--- config.mk ---
export PLATFORM = sky130hd
export DESIGN_NAME = tff_bank_counter_flat
export DESIGN_NICKNAME = d
export VERILOG_FILES = /design/src/rtl/tff_bank_if.sv /design/src/rtl/tff_bank_counter.sv /design/src/flat_wrapper.sv
export SDC_FILE = /design/constraint.sdc
export NUM_CORES = 1
export LEC_CHECK = 0
export CAP_MARGIN = 20
export CORE_MARGIN = 1.5
export CORE_UTILIZATION = 35
export CTS_BUF_LIST = sky130_fd_sc_hd__clkbuf_16
export DETAILED_ROUTE_END_ITERATION = 8
export GPL_ROUTABILITY_DRIVEN = 0
export PLACE_DENSITY = 0.72
export SYNTH_ARGS = -nofsm -noshare
export SYNTH_HDL_FRONTEND = slang
export SYNTH_SLANG_ARGS = --single-unit
--- constraint.sdc ---
create_clock -name clk -period 2.3 [get_ports clk]
set_clock_uncertainty 0.15 [all_clocks]
set_input_delay 0.23 -clock clk [delete_from_list [all_inputs] [get_ports clk]]
set_output_delay 0.23 -clock clk [all_outputs]
set_load 0.05 [all_outputs]
--- src/rtl/tff_bank_if.sv ---
// Control and status bundle for the tff_bank_counter block.
// The controller drives the operation request. The counter bank returns its
// registered state.
interface tff_bank_if #(
  parameter int WIDTH = 4
);
  logic             sclr;
  logic             load;
  logic [WIDTH-1:0] d;
  logic             en;
  logic [1:0]       mode;
  logic [WIDTH-1:0] t;
  logic [WIDTH-1:0] q;
  logic             tc;
  logic             ovf;

  modport master (
    output sclr, load, d, en, mode, t,
    input  q, tc, ovf
  );

  modport slave (
    input  sclr, load, d, en, mode, t,
    output q, tc, ovf
  );
endinterface

--- src/rtl/tff_bank_counter.sv ---
// WIDTH-bit bank of T-type storage elements sharing one clock.
// The bank supports hold, per-bit toggle, count up and count down, plus
// parallel load and synchronous clear.
// The legal state range is 0..MAX. The counter either wraps at the terminal
// value or saturates there, selected by SAT.
// tc is a one-cycle pulse that marks a wrap, saturate or clamp on that update.
// ovf latches any tc until it is cleared by sclr or clr_n.
module tff_bank_counter #(
  parameter int WIDTH = 4,
  parameter int MAX   = 2**WIDTH - 1,
  parameter bit SAT   = 1'b0
) (
  input  logic       clk,
  input  logic       clr_n,
  tff_bank_if.slave  bus
);

  // Compares run one bit wider so a MAX at the top of the range never truncates.
  localparam logic [WIDTH:0]   MAX_EXT = (WIDTH+1)'(MAX);
  localparam logic [WIDTH-1:0] MAX_Q   = MAX_EXT[WIDTH-1:0];
  localparam logic [WIDTH-1:0] ZERO_Q  = '0;
  localparam logic [WIDTH-1:0] ONE_Q   = WIDTH'(1);

  typedef enum logic [1:0] {
    MODE_HOLD   = 2'b00,
    MODE_TOGGLE = 2'b01,
    MODE_UP     = 2'b10,
    MODE_DOWN   = 2'b11
  } mode_e;

  mode_e            mode_op;
  logic [WIDTH-1:0] q_r;
  logic [WIDTH-1:0] q_nxt;
  logic [WIDTH-1:0] tgl;
  logic             tc_r;
  logic             tc_nxt;
  logic             ovf_r;
  logic             ovf_nxt;

  assign mode_op = mode_e'(bus.mode);

  // Next-state decode, with priority sclr > load > enabled mode > hold.
  // t and d are only looked at on the branch that uses them.
  always_comb begin
    q_nxt   = q_r;
    tc_nxt  = 1'b0;
    ovf_nxt = ovf_r;
    tgl     = ZERO_Q;
    if (bus.sclr) begin
      q_nxt   = ZERO_Q;
      ovf_nxt = 1'b0;
    end else begin
      if (bus.load) begin
        if ({1'b0, bus.d} > MAX_EXT) begin
          q_nxt  = MAX_Q;
          tc_nxt = 1'b1;
        end else begin
          q_nxt  = bus.d;
        end
      end else if (bus.en) begin
        case (mode_op)
          MODE_TOGGLE: begin
            tgl = q_r ^ bus.t;
            if ({1'b0, tgl} > MAX_EXT) begin
              q_nxt  = ZERO_Q;
              tc_nxt = 1'b1;
            end else begin
              q_nxt  = tgl;
            end
          end
          MODE_UP: begin
            if ({1'b0, q_r} < MAX_EXT) begin
              q_nxt = q_r + ONE_Q;
            end else begin
              q_nxt  = SAT ? MAX_Q : ZERO_Q;
              tc_nxt = 1'b1;
            end
          end
          MODE_DOWN: begin
            if (q_r != ZERO_Q) begin
              q_nxt = q_r - ONE_Q;
            end else begin
              q_nxt  = SAT ? ZERO_Q : MAX_Q;
              tc_nxt = 1'b1;
            end
          end
          default: begin
            q_nxt = q_r;
          end
        endcase
      end
      ovf_nxt = ovf_r | tc_nxt;
    end
  end

  // State register. clr_n clears all state at once, without waiting for a clock edge.
  always_ff @(posedge clk or negedge clr_n) begin
    if (!clr_n) begin
      q_r   <= ZERO_Q;
      tc_r  <= 1'b0;
      ovf_r <= 1'b0;
    end else begin
      q_r   <= q_nxt;
      tc_r  <= tc_nxt;
      ovf_r <= ovf_nxt;
    end
  end

  assign bus.q   = q_r;
  assign bus.tc  = tc_r;
  assign bus.ovf = ovf_r;

endmodule

--- src/flat_wrapper.sv ---
// flat-port wrapper written by rule: the top's interface ports become plain ports
module tff_bank_counter_flat 
#(
  parameter int WIDTH = 4,
  parameter int MAX   = 2**WIDTH - 1,
  parameter bit SAT   = 1'b0
)
  (clk, clr_n, bus_sclr, bus_load, bus_d, bus_en, bus_mode, bus_t, bus_q, bus_tc, bus_ovf);
  tff_bank_if #(.WIDTH(WIDTH)) bus_i ();
  input  logic clk;
  input  logic clr_n;
  input wire logic [$bits(bus_i.sclr)-1:0] bus_sclr;
  input wire logic [$bits(bus_i.load)-1:0] bus_load;
  input wire logic [$bits(bus_i.d)-1:0] bus_d;
  input wire logic [$bits(bus_i.en)-1:0] bus_en;
  input wire logic [$bits(bus_i.mode)-1:0] bus_mode;
  input wire logic [$bits(bus_i.t)-1:0] bus_t;
  output wire logic [$bits(bus_i.q)-1:0] bus_q;
  output wire logic [$bits(bus_i.tc)-1:0] bus_tc;
  output wire logic [$bits(bus_i.ovf)-1:0] bus_ovf;
  assign bus_i.sclr = bus_sclr;
  assign bus_i.load = bus_load;
  assign bus_i.d = bus_d;
  assign bus_i.en = bus_en;
  assign bus_i.mode = bus_mode;
  assign bus_i.t = bus_t;
  assign bus_q = bus_i.q;
  assign bus_tc = bus_i.tc;
  assign bus_ovf = bus_i.ovf;
  tff_bank_counter #(.WIDTH(WIDTH), .MAX(MAX), .SAT(SAT)) u_core (.clk(clk), .clr_n(clr_n), .bus(bus_i));
endmodule
# After elaboration in Yosys (flattened, before gate mapping)
# Cells that the tools add are included.
[word_totals] reg_bits=6 in_bits=15 out_inout_bits=6 wordCells=29
[op_classes] addsub=2 magnitude_cmp=1 eq_ne=3 n_mux=14 bitwise_logic=2 n_reduce_logical=4
[ops] cell="4-bit two-way mux" count=5
[ops] cell="4-bit one-hot mux with 3 select lines" count=1
[ops] cell="1-bit two-way mux" count=7
[ops] cell="5-bit nonzero test" count=1
[ops] cell="4-bit by 1-bit adder with 4-bit output (second input constant)" count=1
[ops] cell="2-bit == test (second input constant)" count=2
[ops] cell="4-bit less-than comparator (second input constant)" count=1
[ops] cell="4-bit nonzero test" count=1
[ops] cell="4-bit by 1-bit subtractor with 4-bit output (second input constant)" count=1
[ops] cell="4-bit XOR" count=1
[ops] cell="3-bit nonzero test" count=1
[ops] cell="2-bit by 1-bit == test with 1-bit output (second input constant)" count=1
[ops] cell="1-bit one-hot mux with 2 select lines" count=1
[ops] cell="2-bit AND reduction" count=1
[ops] cell="1-bit bitwise OR" count=1

# Logic depth before layout (Yosys ltp)
[logic_depth] depth_word=8 depth_mapped=7 mapped_depth_nobuf=6

# Worst setup path before layout
# Ideal clock, no wire load.
[synth_path] path_kind="flip-flop to flip-flop" from="reg u_core.q_r[0], in the netlist u_core.bus.q[0]" to="reg u_core.q_r[0], in the netlist u_core.bus.q[0]" arrival_time_ns=2.045 required_ns=2.028 setup_slack_ns=-0.017 path_stages_with_launch=7 path_buffers=1 synth_period_minus_slack_ns=2.317 path_cell_list="dfrtp_1 clkbuf_2 inv_1 ha_1 and3_4 or4b_1 a32o_1"
[synth_between] elab_chain_len=6
[synth_lines] item="start, declared" line_no="tff_bank_counter.sv:32" source="logic [WIDTH-1:0] q_r;"
[synth_lines] item="start signal, assigned" line_no="tff_bank_counter.sv:103" source="q_r <= q_nxt;"
[synth_lines] item="4-bit by 1-bit subtractor with 4-bit output (tied with other cells)" line_no="tff_bank_counter.sv:81" source="q_nxt = q_r - ONE_Q;"
[synth_lines] item="4-bit two-way mux (on tied branches)" line_no="tff_bank_counter.sv:80, tff_bank_counter.sv:72"
[synth_lines] item="4-bit one-hot mux with 3 select lines (*)" line_no="tff_bank_counter.sv:61" source="case (mode_op)"
[synth_lines] item="4-bit two-way mux (*)" line_no="tff_bank_counter.sv:60" source="end else if (bus.en) begin"
[synth_lines] item="4-bit two-way mux (*)" line_no="tff_bank_counter.sv:53" source="if (bus.load) begin"
[synth_lines] item="4-bit two-way mux (*)" line_no="tff_bank_counter.sv:49" source="if (bus.sclr) begin"
# Mark *: on every way between the ends. The rest lies on a longest branch, timed or not. The select of a mux whose other input is x is not followed.
# A chain may end at the register's enable or synchronous reset.

# Worst setup path after layout
[layout_path] from="reg u_core.q_r[1], in the netlist u_core.bus.q[1]" to="out bus_q[1]"
[layout_lines] item="end, declared" line_no="flat_wrapper.sv:18" source="output wire logic [$bits(bus_i.q)-1:0] bus_q;"
# No word-level cell between the ends.

==> key figures <==
Logic synthesis
  • Synth top area share: 28.6%
  • Mapped Area: 524 µm²
  • Synth Net Count: 78
  • Synth Area in Compound Gates: 28.6%
  • Simple-Gate Fraction of Synth Area: 17.4%
  • Adder-cell share of the synthesized area: 4.77%
  • Multiplexer share of the synthesized area: 3.82%
  • Main combinational cell family by area after synthesis: compound AO/OA/AOI/OAI gates
  • Cell taking the most area after synthesis: dfrtp_1
  • Avg Cell Area, Syn: 8.59 µm²
  • Synth top cells by count: inv_1, dfrtp_1, nor2_1, nand2_1, xor2_1
  • Gate count of the mapped netlist: 61
  • Sequential element share of the synthesized area: 28.6%
  • Yosys cell types: 31
  • Main synth FF type: dfrtp_1
  • XOR/XNOR Fraction of Synth Area: 6.68%
  • Syn. warnings: 0
  • Fraction of registers with async set/reset: 100%
  • Synth area leaders: dfrtp_1, xor2_1, inv_1, ha_1, nor2_1
  • #FFs+latches synth: 6
  • Top-count cell post-synth: inv_1
  • Post-synth EDFFs: 0

Timing
  • Setup violations, final: 0
  • Setup TNS: 0 ns
  • Fin crit share: 86.8%
  • Max Clock Freq: 501 MHz
  • Post-layout minimum cycle time: 2.00 ns
  • Max Transition Viols Final: 0
  • Max-slew headroom: 67.3%
  • Fin Hold WS: 0.0896 ns
  • RSZ-0062 raised after global routing: no
  • Final number of hold-violating endpoints: 0
  • Pin slew with the least headroom to its limit: 0.490 ns

Route
  • DRT Wirelength: 1290 µm
  • DRT Pass-1 Iters: 4
  • Vias: 546
  • Via density: 5.57
  • Routed len/inst: 13.1 µm
  • DRC marker count from the first detailed-route iteration: 19
  • DRC viols: 0
  • ANT nets after route: 0

Clock network
  • Clock transition at the registers of the reported paths: 0.03 ns
  • Skew-Pair Late Insertion Delay: 0.23 ns
  • Clock tree root driver cell: clkbuf_16
  • Post-CTS Hold Buffers: 0
  • CTS max path bufs: 2
  • CTS tree: done
  • Post-CTS Resized: 0
  • Post-CTS Setup Repair Bufs: 0
  • H-tree depth: 1
  • Number of buffers created by CTS: 3
  • Clock Sinks: 6

Critical path
  • Reg2Reg Setup Slack: 0.32 ns
  • Element type at the critical path end: output pin
  • CP Launch Type: flop
  • Data required, critical path: 1.92 ns
  • Reg-to-reg critical path endpoint: u_core.bus.q[0]
  • Arrival @ worst endpoint: 1.62 ns
  • Worst Path Max Fanout: 5
  • Reg2reg path depth: 5
  • Worst r2r src: u_core.bus.q[0]
  • Setup CP Type: reg2out

Min path
  • HP Class: in2async

GRT
  • GRT Total Usage: 16.7%
  • GR Overflow Total: 0
  • First-pass GRT wire length: 2220 µm
  • Initial antenna violation count: 0
  • Vias in the first global route: 519
  • Largest net degree at the start of global routing: 10

Cells and area
  • ANT cells: 0
  • # nets final: 101
  • Final Core Density: 60.7%
  • P&R area growth vs syn: 56.3%
  • Layout cells sized above 1: 12.0%
  • Fillers: 118
  • Final Cell Area: 820 µm²

Power and ir drop
  • Power density over cell area: 689 nW/µm²
  • Leakage power: 0.350 nW
  • Max rail drop VDD: 0.000672 V

Die
  • Core ar.: 1350 µm²
  • Die Height: 41.7 µm
  • Die area: 1740 µm²
  • Io pins: 21
  • Starting density of the core: 38.8%
  • Die W: 41.7 µm
  • Row count: 13

Placement
  • DP Wirelength: 1030 µm
  • PortBufs: 20
  • Dpl cell area: 741 µm²

Run
  • Max Cap Violations: 0

Outcome
  • Run status: complete, no violations
-- placed cells by master, fill, tap and decap left out, types with 2 or more instances in the layout --
master,instances
clkbuf_16,3
o21ai_0,2
dfrtp_1,5
mux2i_1,2
nand2_1,4
clkdlybuf4s50_1,20
inv_1,8
a32o_1,2
o21a_1,2
xor2_1,4
a21oi_1,2
ha_1,2
nor4_1,2
buf_4,3
nor2_1,6
-- kinds of logic (layout without fill, tap and decap cells) --
family / count (synthesis) / after routing
AND/OR/NAND/NOR: 16 / 16
adder cells (fa/ha/maj): 2 / 2
AO/OA/AOI/OAI: 19 / 19
buffers and inverters: 12 / 34
flip-flops: 6 / 6
multiplexers: 2 / 2
XOR/XNOR: 4 / 4
-- worst max path at each step --
stage	from	end	slack (ns)
finish	u_core.bus.q[1]	bus_q[1]	0.30
global route	u_core.bus.q[0]	u_core.bus.q[2]	0.25
CTS	u_core.bus.q[1]	bus_q[1]	0.29
detailed placement	bus_mode[0]	u_core.bus.q[0]	0.17
global placement	bus_mode[0]	u_core.bus.q[0]	0.21
floorplan	u_core.bus.q[1]	u_core.bus.q[0]	0.08
-- per-stage QoR --
| step | instances | power (mW) | worst slack [ns] |
|---|---|---|---|
| final | 98 | 0.564 | 0.304 |
| after global placement | 94 | 0.285 | 0.207 |
| after CTS | 98 | 0.571 | 0.293 |
| after global routing | 98 | 0.596 | 0.254 |
| after detailed placement | 94 | 0.287 | 0.175 |
| after floorplan | 61 | 0.226 | 0.0814 |
-- cell type report --
class | instances | area, µm² | share of cell area (%)
clock buffer | 3 | 75.1 | 9.16
multi-input combinational | 43 | 322 | 39.2
clock inverter | 1 | 3.75 | 0.458
inverter | 7 | 26.3 | 3.21
sequential | 6 | 151 | 18.5
timing repair buffer | 23 | 223 | 27.2
tap | 15 | 18.8 | 2.29
-- worst max-delay path, stage by stage, from the launching register on --
cell and delay [ns]:
dfrtp_1 0.43, buf_4 0.17, clkdlybuf4s50_1 0.79
-- power breakdown --
part | total [mW] | leakage [nW] | switching (mW) | internal [mW]
clock | 0.279 | 0.0423 | 0.0541 | 0.225
sequential | 0.132 | 0.0782 | 0.0170 | 0.115
combinational | 0.154 | 0.229 | 0.0801 | 0.0736
-- routing by layer --
layer / routed length (µm) / vias to the layer above / GRT usage (%) / part of all wire, %
met3: 93 / 0 / 6.52 / 7.2
met5: 0 / - / 0 / 0
li1: - / 268 / - / -
met2: 617 / 23 / 26.9 / 48
met1: 577 / 255 / 21.6 / 45
met4: 0 / 0 / 1.94 / 0
-- state kept, by name, indices dropped and copies added, names as in the netlist --
name,flops
u_core.bus.q,4
u_core.bus.ovf,1
u_core.bus.tc,1
Note: power is estimated with default switching activity, not from simulation.
